===== config.mk =====
export PLATFORM = sky130hd
export DESIGN_NAME = bit_unpacker_flat
export DESIGN_NICKNAME = d
export VERILOG_FILES = /design/src/rtl/bit_unpacker_if.sv /design/src/rtl/bit_unpacker.sv /design/src/flat_wrapper.sv
export SDC_FILE = /design/constraint.sdc
export NUM_CORES = 1
export LEC_CHECK = 0
export BUFFER_PORTS_ARGS = -buffer_cell sky130_fd_sc_hd__buf_2
export CAP_MARGIN = 20
export CORE_MARGIN = 5
export CORE_UTILIZATION = 50
export CTS_BUF_LIST = sky130_fd_sc_hd__clkbuf_4 sky130_fd_sc_hd__clkbuf_8 sky130_fd_sc_hd__clkbuf_16
export CTS_CLUSTER_SIZE = 20
export DETAILED_ROUTE_END_ITERATION = 8
export PLACE_DENSITY = 0.78
export SETUP_SLACK_MARGIN = 0.05
export SLEW_MARGIN = 20
export SYNTH_ARGS = -nofsm -noshare
export SYNTH_HDL_FRONTEND = slang
export SYNTH_SLANG_ARGS = --single-unit

===== constraint.sdc =====
create_clock -name clk -period 10.4 [get_ports clk]
set_input_delay 1.04 -clock clk [delete_from_list [all_inputs] [get_ports clk]]
set_output_delay 1.04 -clock clk [all_outputs]
set_load 0.005 [all_outputs]

===== src/rtl/bit_unpacker_if.sv =====
// bit_unpacker_if: stream-load and decode-request/result bundle for bit_unpacker
// Ports: master drives dataIn/dataIn_valid/endOfDataStream/decode_start/k_value;
// slave (the unpacker) drives dataIn_ready/busy and the dec_* result.
interface bit_unpacker_if #(
  parameter int DATA_WIDTH = 32,
  parameter int K_WIDTH    = 4,
  parameter int QBPP       = 8,
  parameter int Q_WIDTH    = 6
);
  logic [DATA_WIDTH-1:0] dataIn;
  logic                  dataIn_valid;
  logic                  dataIn_ready;
  logic                  endOfDataStream;
  logic                  decode_start;
  logic [K_WIDTH-1:0]    k_value;
  logic                  busy;
  logic                  dec_valid;
  logic [Q_WIDTH-1:0]    dec_unary;
  logic [QBPP-1:0]       dec_remainder;
  logic                  dec_escape;
  logic [7:0]            dec_length;
  logic                  dec_error;
  modport master (
    output dataIn, dataIn_valid, endOfDataStream, decode_start, k_value,
    input  dataIn_ready, busy, dec_valid, dec_unary, dec_remainder, dec_escape, dec_length, dec_error
  );
  modport slave (
    input  dataIn, dataIn_valid, endOfDataStream, decode_start, k_value,
    output dataIn_ready, busy, dec_valid, dec_unary, dec_remainder, dec_escape, dec_length, dec_error
  );
endinterface


===== src/rtl/bit_unpacker.sv =====
// bit_unpacker: JPEG-LS Golomb/escape sample decoder over an MSB-first bit stream
// Ports: clk; reset (synchronous, active-low); bus (bit_unpacker_if.slave) carrying
// the stream input (dataIn/dataIn_valid/dataIn_ready/endOfDataStream), the decode
// request (decode_start/k_value), busy and the registered dec_* result.
// Option: define BIT_UNPACKER_BYTE_STUFFING_EN to drop the MSB of every byte after 0xFF.
module bit_unpacker #(
  parameter int DATA_WIDTH = 32,
  parameter int BUF_WIDTH  = 64,
  parameter int K_WIDTH    = 4,
  parameter int QBPP       = 8,
  parameter int LIMIT      = 32,
  parameter int Q_WIDTH    = 6
) (
  input logic           clk,
  input logic           reset,
  bit_unpacker_if.slave bus
);
  localparam int CW   = $clog2(BUF_WIDTH + 1);
  localparam int KN   = 2 ** K_WIDTH;
  localparam int QMAX = LIMIT - QBPP;
  typedef enum logic [2:0] {IDLE, PREFIX, REMAIN, ESCAPE, DONE} state_t;
  state_t               r_state;
  logic [BUF_WIDTH-1:0] r_buf;
  logic [CW-1:0]        r_cnt;
  logic                 r_eos;
  logic [K_WIDTH-1:0]   r_k;
  logic [Q_WIDTH-1:0]   r_q;
  logic                 r_valid;
  logic                 r_esc;
  logic                 r_err;
  logic [Q_WIDTH-1:0]   r_unary;
  logic [QBPP-1:0]      r_rem;
  logic [7:0]           r_len;
  logic [DATA_WIDTH-1:0] w_pk;
  logic [CW-1:0]        w_ld;
  logic [CW-1:0]        w_need;
  logic [CW-1:0]        w_use;
  logic [CW-1:0]        w_left;
  logic [BUF_WIDTH-1:0] w_ext;
  logic [QBPP-1:0]      w_kbits;
  logic [7:0]           w_len;
  logic                 w_active;
  logic                 w_have;
  logic                 w_bit;
  logic                 w_load;
  logic                 w_under;
  logic                 w_over;
  logic                 w_fin;
`ifdef BIT_UNPACKER_BYTE_STUFFING_EN
  logic                  r_ff;
  logic [DATA_WIDTH+7:0] w_win;
  // top byte stands in for the last byte of the previous word
  assign w_win = {r_ff ? 8'hFF : 8'h00, bus.dataIn};
  always_comb begin
    int n;
    n = 0;
    w_pk = '0;
    for (int b = 0; b < DATA_WIDTH / 8; b++)
      for (int j = 7; j >= 0; j--)
        if (j != 7 || w_win[DATA_WIDTH + 7 - 8 * b -: 8] != 8'hFF) begin
          w_pk[DATA_WIDTH - 1 - n] = w_win[DATA_WIDTH - 8 - 8 * b + j];
          n++;
        end
    w_ld = CW'(n);
  end
  always_ff @(posedge clk)
    if (!reset) r_ff <= 1'b0;
    else if (w_load) r_ff <= bus.dataIn[7:0] == 8'hFF;
`else
  assign w_pk = bus.dataIn;
  assign w_ld = CW'(DATA_WIDTH);
`endif
  assign w_active = r_state == PREFIX || r_state == REMAIN || r_state == ESCAPE;
  assign w_need   = r_state == PREFIX ? CW'(1) : r_state == REMAIN ? CW'(r_k) : r_state == ESCAPE ? CW'(QBPP) : '0;
  assign w_have   = r_cnt >= w_need;
  assign w_use    = w_active && w_have ? w_need : '0;
  assign w_left   = r_cnt - w_use;
  assign w_bit    = r_buf[BUF_WIDTH-1];
  assign bus.dataIn_ready = reset && !r_eos && r_cnt <= CW'(BUF_WIDTH - DATA_WIDTH);
  assign w_load   = bus.dataIn_valid && bus.dataIn_ready;
  // new word lands directly below the bits that survive this cycle's consume
  assign w_ext    = BUF_WIDTH'(w_pk) << (BUF_WIDTH - DATA_WIDTH);
  // top k bits of the buffer, right-aligned (k = 0 gives 0)
  assign w_kbits  = QBPP'(({{KN{1'b0}}, r_buf[BUF_WIDTH-1 -: KN]} << r_k) >> KN);
  assign w_under  = w_active && !w_have && r_eos;
  assign w_over   = r_state == PREFIX && w_have && !w_bit && r_q == Q_WIDTH'(QMAX - 1);
  // k = 0 finishes on the terminating 1 itself unless it selects the escape path
  assign w_fin    = w_under || w_over
                 || (r_state == PREFIX && w_have && w_bit && r_k == '0 && r_q != Q_WIDTH'(QMAX - 1))
                 || ((r_state == REMAIN || r_state == ESCAPE) && w_have);
  // bits consumed by the sample, including those taken in this final cycle
  assign w_len    = 8'(r_q) + 8'(r_state != PREFIX || !w_under)
                  + (r_state == REMAIN && w_have ? 8'(r_k) : 8'd0)
                  + (r_state == ESCAPE && w_have ? 8'(QBPP) : 8'd0);
  always_ff @(posedge clk) begin
    if (!reset) begin
      r_state <= IDLE;
      r_buf   <= '0;
      r_cnt   <= '0;
      r_eos   <= 1'b0;
      r_k     <= '0;
      r_q     <= '0;
      r_valid <= 1'b0;
      r_unary <= '0;
      r_rem   <= '0;
      r_esc   <= 1'b0;
      r_err   <= 1'b0;
      r_len   <= '0;
    end else begin
      r_buf   <= (r_buf << w_use) | (w_load ? w_ext >> w_left : '0);
      r_cnt   <= w_left + (w_load ? w_ld : '0);
      r_eos   <= r_eos || (w_load && bus.endOfDataStream);
      r_valid <= w_fin;
      if (w_fin) begin
        r_state <= DONE;
        r_unary <= r_q + Q_WIDTH'(w_over);
        r_rem   <= !w_have ? '0 : r_state == ESCAPE ? r_buf[BUF_WIDTH-1 -: QBPP] : r_state == REMAIN ? w_kbits : '0;
        r_esc   <= r_state == ESCAPE && w_have;
        r_err   <= w_under || w_over;
        r_len   <= w_len;
      end else if (r_state == IDLE && bus.decode_start) begin
        r_state <= PREFIX;
        r_k     <= bus.k_value;
        r_q     <= '0;
      end else if (r_state == PREFIX && w_have) begin
        r_q     <= w_bit ? r_q : r_q + 1'b1;
        r_state <= !w_bit ? PREFIX : r_q == Q_WIDTH'(QMAX - 1) ? ESCAPE : REMAIN;
      end else if (r_state == DONE) begin
        r_state <= IDLE;
      end
    end
  end
  assign bus.busy          = r_state != IDLE;
  assign bus.dec_valid     = r_valid;
  assign bus.dec_unary     = r_unary;
  assign bus.dec_remainder = r_rem;
  assign bus.dec_escape    = r_esc;
  assign bus.dec_length    = r_len;
  assign bus.dec_error     = r_err;
endmodule


===== src/flat_wrapper.sv =====
// flat-port wrapper written by rule: the top's interface ports become plain ports
module bit_unpacker_flat 
#(
  parameter int DATA_WIDTH = 32,
  parameter int BUF_WIDTH  = 64,
  parameter int K_WIDTH    = 4,
  parameter int QBPP       = 8,
  parameter int LIMIT      = 32,
  parameter int Q_WIDTH    = 6
)
  (clk, reset, bus_dataIn, bus_dataIn_valid, bus_endOfDataStream, bus_decode_start, bus_k_value, bus_dataIn_ready, bus_busy, bus_dec_valid, bus_dec_unary, bus_dec_remainder, bus_dec_escape, bus_dec_length, bus_dec_error);
  bit_unpacker_if #(.DATA_WIDTH(DATA_WIDTH), .K_WIDTH(K_WIDTH), .QBPP(QBPP), .Q_WIDTH(Q_WIDTH)) bus_i ();
  input logic clk;
  input logic reset;
  input wire logic [$bits(bus_i.dataIn)-1:0] bus_dataIn;
  input wire logic [$bits(bus_i.dataIn_valid)-1:0] bus_dataIn_valid;
  input wire logic [$bits(bus_i.endOfDataStream)-1:0] bus_endOfDataStream;
  input wire logic [$bits(bus_i.decode_start)-1:0] bus_decode_start;
  input wire logic [$bits(bus_i.k_value)-1:0] bus_k_value;
  output wire logic [$bits(bus_i.dataIn_ready)-1:0] bus_dataIn_ready;
  output wire logic [$bits(bus_i.busy)-1:0] bus_busy;
  output wire logic [$bits(bus_i.dec_valid)-1:0] bus_dec_valid;
  output wire logic [$bits(bus_i.dec_unary)-1:0] bus_dec_unary;
  output wire logic [$bits(bus_i.dec_remainder)-1:0] bus_dec_remainder;
  output wire logic [$bits(bus_i.dec_escape)-1:0] bus_dec_escape;
  output wire logic [$bits(bus_i.dec_length)-1:0] bus_dec_length;
  output wire logic [$bits(bus_i.dec_error)-1:0] bus_dec_error;
  assign bus_i.dataIn = bus_dataIn;
  assign bus_i.dataIn_valid = bus_dataIn_valid;
  assign bus_i.endOfDataStream = bus_endOfDataStream;
  assign bus_i.decode_start = bus_decode_start;
  assign bus_i.k_value = bus_k_value;
  assign bus_dataIn_ready = bus_i.dataIn_ready;
  assign bus_busy = bus_i.busy;
  assign bus_dec_valid = bus_i.dec_valid;
  assign bus_dec_unary = bus_i.dec_unary;
  assign bus_dec_remainder = bus_i.dec_remainder;
  assign bus_dec_escape = bus_i.dec_escape;
  assign bus_dec_length = bus_i.dec_length;
  assign bus_dec_error = bus_i.dec_error;
  bit_unpacker #(.DATA_WIDTH(DATA_WIDTH), .BUF_WIDTH(BUF_WIDTH), .K_WIDTH(K_WIDTH), .QBPP(QBPP), .LIMIT(LIMIT), .Q_WIDTH(Q_WIDTH)) u_core (.clk(clk), .reset(reset), .bus(bus_i));
endmodule

* Word-level counts from Yosys, hierarchy flattened *
Index checks and enable logic that the tools add are counted.

word-level totals
  output and inout bits = 27
  memories kept = 0
  bits in latches = 0
  bits in registers = 110
  bits of input ports = 41
  logic and storage cells = 97
  RAM bits = 0
  bits in read-only memories = 0

cells by class
  mux-type cells = 20
  shift-type cells = 3
  reductions and logical operators = 40
  multipliers = 0
  equal/unequal tests = 8
  add/sub/neg operators = 7
  div/mod/pow operators = 0
  bitwise logic cells = 3
  magnitude comparators = 2

operators by type and width
  kind                                                                      number
  64-bit 2-to-1 mux                                                         1
  64-bit OR                                                                 1
  64-bit by 7-bit << shifter with 64-bit output                             1
  64-bit by 7-bit >> shifter with 64-bit output                             1
  6-bit 2-to-1 mux                                                          4
  8-bit 2-to-1 mux                                                          3
  16-bit by 4-bit << shifter with 24-bit output                             1
  7-bit 2-to-1 mux                                                          3
  1-bit logical AND                                                         17
  8-bit adder                                                               2
  3-bit 2-to-1 mux                                                          5
  4-bit 2-to-1 mux                                                          3
  1-bit logical OR                                                          8
  6-bit by 1-bit adder with 7-bit output                                    1
  7-bit adder                                                               1
  7-bit >= comparator                                                       1
  7-bit by 6-bit <= comparator with 1-bit output (second input constant)    1
  7-bit subtractor                                                          1
  6-bit by 1-bit adder with 6-bit output                                    1
  6-bit by 1-bit adder with 6-bit output (second input constant)            1
  3-bit by 2-bit equality test with 1-bit output (second input constant)    2
  6-bit by 5-bit equality test with 1-bit output (second input constant)    1
  6-bit by 5-bit inequality test with 1-bit output (second input constant)  1
  3-bit nonzero test                                                        2
  other kinds (15)                                                          20

* Longest topological paths before layout *
  depth in word-level cells = 13
  depth in mapped cells = 26
  depth with buffers taken out = 19

* Worst setup path after synthesis *
Ideal clock, no wire load.

  path kind = register to register
  start point = register u_core.r_k[1]
  end point = register u_core.r_buf[18]
  period minus slack after synthesis = 5.053 ns
  data arrival time = 4.938 ns
  slack = 5.347 ns
  stages on the path, launching flop included = 25
  path buffers = 7
  library setup time = 0.115 ns
  data required time = 10.285 ns
  path through = dfxtp_1 buf_4 and4bb_1 buf_4 inv_2 clkbuf_1 ha_1 nand2_1 o21ai_2 o21ai_2 inv_2 buf_4 buf_2 buf_2 ha_1 inv_1 fa_1 xnor2_1 buf_2 mux2_2 nor2_1 a21oi_1 a22oi_1 o21ai_0 o21a_1

between the ends
  word-level cells in the longest chain between the ends = 9
  elaborated cells on any way between the ends = 10
  classes of those cells = add/sub (1); order compare (1); shift (2); mux (4); bitwise (1); reduce/logical (1)

ends and longest elaborated chain
  element                                        line                 text
  start, declared                                bit_unpacker.sv:26   logic [K_WIDTH-1:0] r_k;
  start signal, assigned                         bit_unpacker.sv:123  r_k <= bus.k_value;
  7-bit 2-to-1 mux * (2 in a row)                bit_unpacker.sv:74   assign w_need = r_state == PREFIX ? CW'(1) : r_state == REMAIN ? CW'(r_k) : r_state == ESCAPE ? CW'(QBPP) : '0 ...
  7-bit >= comparator                            bit_unpacker.sv:75   assign w_have = r_cnt >= w_need;
  1-bit logical AND                              bit_unpacker.sv:76   assign w_use = w_active && w_have ? w_need : '0;
  7-bit 2-to-1 mux *                             bit_unpacker.sv:76
  7-bit subtractor                               bit_unpacker.sv:77   assign w_left = r_cnt - w_use;
  64-bit by 7-bit >> shifter with 64-bit output  bit_unpacker.sv:110  r_buf <= (r_buf << w_use) | (w_load ? w_ext >> w_left : '0);
  64-bit 2-to-1 mux                              bit_unpacker.sv:110
  64-bit OR *                                    bit_unpacker.sv:110
  end signal, assigned                           bit_unpacker.sv:110
  end, declared                                  bit_unpacker.sv:23   logic [BUF_WIDTH-1:0] r_buf;

Every way passes the cells marked *; elsewhere a longest branch is shown, timed or not.
A chain may end at the register's enable or synchronous reset.

* Final worst setup path *
  start point = register u_core.r_k[1]
  end point = register u_core.r_buf[5]

between the ends
  word-level cells in the longest chain between the ends = 9
  elaborated cells on any way between the ends = 10
  classes of those cells = add/sub (1); order compare (1); shift (2); mux (4); bitwise (1); reduce/logical (1)

ends and longest elaborated chain
  element                                          line                 text
  7-bit 2-to-1 mux * (2 in a row)                  bit_unpacker.sv:74
  7-bit >= comparator                              bit_unpacker.sv:75
  1-bit logical AND                                bit_unpacker.sv:76
  7-bit 2-to-1 mux *                               bit_unpacker.sv:76
  7-bit subtractor *                               bit_unpacker.sv:77
  net u_core.w_left[1]                             bit_unpacker.sv:38   logic [CW-1:0] w_left;
  64-bit by 7-bit >> shifter with 64-bit output *  bit_unpacker.sv:110
  64-bit 2-to-1 mux *                              bit_unpacker.sv:110
  64-bit OR *                                      bit_unpacker.sv:110

The timed path passes the listed nets; every way through them passes the cells marked *.

==> results.ini <==
[worst_setup_path]
start_kind = flop
cp_num_cells = 21
critical_path_buf_inv_count = 6
path_delay_family = compound AO/OA/AOI/OAI gates
r2r_start = u_core.r_k[1]
required_ns = 10.71
path_cells = buf_4, and4bb_1, inv_2, ha_1, nand2_1, o21ai_2, o21ai_4, buf_4, inv_2, buf_4, ha_2, inv_1, fa_2, mux2_2, a22oi_1, nor2_1, nor2_1, a21oi_1, o21ai_0, o22ai_1, a31o_2
critical_path_class = flop to flop
critical-path-max-stage-delay_ns = 1.13
critical_path_peak_fanout = 62
reg2regPathDepth = 21
cpMaxStageDelayCell = fa_2
crit_path_end_kind = flop
cp_common_cell = buf_4
cp.arrival_ns = 8.03
crit_start = u_core.r_k[1]
regToRegEndpoint = u_core.r_buf[5]
endpoint = u_core.r_buf[5]
r2r_slack_ns = 2.68

[sta]
hold_viol = 0
slew_headroom = 0.249
rsz0062_at_grt = no
slew_viol_final = 0
fin_crit_sh = 0.742
fin_crit_ns = 7.72
fin_setup_tns_ns = 0
fin_ws_ns = 2.68
tightestPinTransition_ns = 1.10
fin_skew_ns = 0.0183
fmax_mhz = 130
finalSetupViolCount = 0

[detailed_routing]
vias = 10900
wl_mm = 38.0
drt_first_iter_violations = 1526
route.detailed.drc = 0
postRouteAntennaNets = 0
drt_pass1_iterations = 7
post_drt_via_cell_ratio = 6.87
wire_per_inst_um = 23.9

[global_route]
grt_max_degree = 64
grt_pass1_vias = 9951
grt-ovfl-total = 0
grt_use_total = 0.308
grt_pass1_wl_mm = 58.5
antenna_found_initial = 0

[cts]
cts.repair.resized = 0
root_buffer = clkbuf_16
cts_sinks = 110
postCtsHoldBufs = 0
clock_latency_ns = 0.38
cts_made_buffers = 9
cts_buffer_depth = 2
htree_levels = 3
clk_pin_slew_ns = 0.09
cts_setup_buffers = 0
cts_tree = done

[cells_and_area]
antenna_cells = 0
fin_nets = 1380
areaGrowthSynthToFinish_pct = 5.90
drive_gt1_frac = 0.142
fin_area_mm2 = 0.0110
final_cell_count_no_fill = 1590

[synthesis]
ys_ff_latch = 110
ys_types = 82
async_flop_share = 0
synthesis.nets = 1397
avgSynthCellArea_um2 = 7.77
netlist_top_cells_area = dfxtp_1, mux2i_1, a21oi_1
yosys.area.top_type = dfxtp_1
synth_area_mm2 = 0.0103
synthTopCellsByCount = nand2_1, nor2_1, a21oi_1, mux2i_1, dfxtp_1
ys_seq_area_frac = 0.213
yosys.area.top_type_share = 0.213
synth_flop_cell = dfxtp_1
yosysWarningCount = 0
yosysMostFrequentCell = nand2_1
synthCells = 1332
synth_edf_count = 0

[power_and_ir_drop]
clockPowerShare = 0.089
swShare = 0.560
p_leak_nw = 4.13
p_total_mw = 4.05
intPower_mw = 1.78
p_sw_mw = 2.27
seq_power_share = 0.183
comb_power_share = 0.727
vdd_ir_drop_max_uv = 369
powerDensity_mw_per_mm2 = 370

[placement]
place_area_mm2 = 0.0107
post-place-cells = 1574
port_buffers = 67
dp_hpwl_mm = 28.3
place_ws_ns = 3.15
gp_congestion = 1.07

[floorplanning]
die-width_um = 154
fp-row-count = 52
core-area_mm2 = 0.0203
io_pins = 68
fp.dieH_um = 154
die-area_mm2 = 0.0237
start_util = 0.510

[job]
maxCapViolations = 0

[status]
status = finished, final reports clean

[hold_path]
hold_class = flop to flop

-- power by group through the flow --
stage               sequential, mW  clock, mW  combinational (mW)
global placement             0.737          0                2.83
CTS                          0.728      0.363                2.85
finish                       0.743      0.362                2.95
global route                 0.749      0.382                3.15
floorplan                    0.639          0                2.14
detailed placement           0.738          0                2.83
-- cells by family (layout without fill, tap and decap cells) --
group	after synthesis	count (layout)	synth area share
muxes	169	169	0.196
xor gates and xnor gates	25	25	0.0219
buffers and inverters	133	121	0.0613
adders and majority gates	24	24	0.0312
AOI/OAI and AO/OA	421	421	0.277
DFF	110	110	0.213
and+or+nand+nor	450	450	0.199
-- sequential cells by signal, indices dropped and copies added, names as in the netlist --
signal / cells
u_core.bus.dec_unary: 6
u_core.bus.dec_escape: 1
u_core.r_cnt: 7
u_core.bus.dec_valid: 1
u_core.bus.dec_length: 8
u_core.r_buf: 64
u_core.bus.dec_remainder: 8
u_core.r_q: 6
u_core.r_k: 4
u_core.r_eos: 1
u_core.r_state: 3
u_core.bus.dec_error: 1
-- worst min path at each step --
stage	startpoint	end	slack [ns]	depth (start not counted)
floorplan	u_core.bus.dec_length[0]	u_core.bus.dec_length[0]	0.45	2
global route	u_core.bus.dec_length[7]	u_core.bus.dec_length[7]	0.49	2
CTS	u_core.bus.dec_remainder[7]	u_core.bus.dec_remainder[7]	0.46	2
global placement	u_core.bus.dec_unary[1]	u_core.bus.dec_unary[1]	0.44	2
detailed placement	u_core.bus.dec_unary[0]	u_core.bus.dec_unary[0]	0.45	2
finish	u_core.bus.dec_remainder[7]	u_core.bus.dec_remainder[7]	0.45	2
-- worst min-delay path: stages (launching register included) --
cell     delay (ns)
dfxtp_1        0.31
nand2_1        0.05
a21oi_1        0.05
-- layout by cell type, fill, tap and decap left out, types with 20 or more instances in the layout --
master,synthesis,routed
nand2_1,159,159
o21ai_0,46,46
a221oi_1,23,23
dfxtp_1,110,109
a211oi_1,26,26
buf_2,48,67
buf_4,11,21
nand3_1,33,33
ha_1,21,20
nor2_1,148,147
nor3_1,27,27
mux4_2,25,25
a22oi_1,34,34
mux2i_1,126,126
a21oi_1,126,126
-- stage by stage --
| step | util | hold slack (ns) |
|---|---|---|
| floorplan | - | 0.448 |
| global placement | 0.525 | 0.438 |
| detailed placement | 0.525 | 0.446 |
| CTS | 0.540 | 0.457 |
| global route | 0.540 | 0.488 |
| finish | 0.540 | 0.454 |
-- final cells by class --
class / instances / area [µm²]
sequential: 110 / 2200
clock inverter: 7 / 71.3
tap: 270 / 338
clock buffer: 9 / 225
timing repair buffer: 88 / 493
fill: 1983 / 9340
inverter: 17 / 63.8
multi-input combinational: 1089 / 7560
-- layer usage --
metal	global-route usage	vias to the layer above	share of wire
met3	0.0618	136	0.11
li1	-	4945	-
met1	0.428	5044	0.41
met4	0.133	0	0.051
met2	0.466	796	0.43
met5	0	-	0
Power figures use the tool's default switching activity.
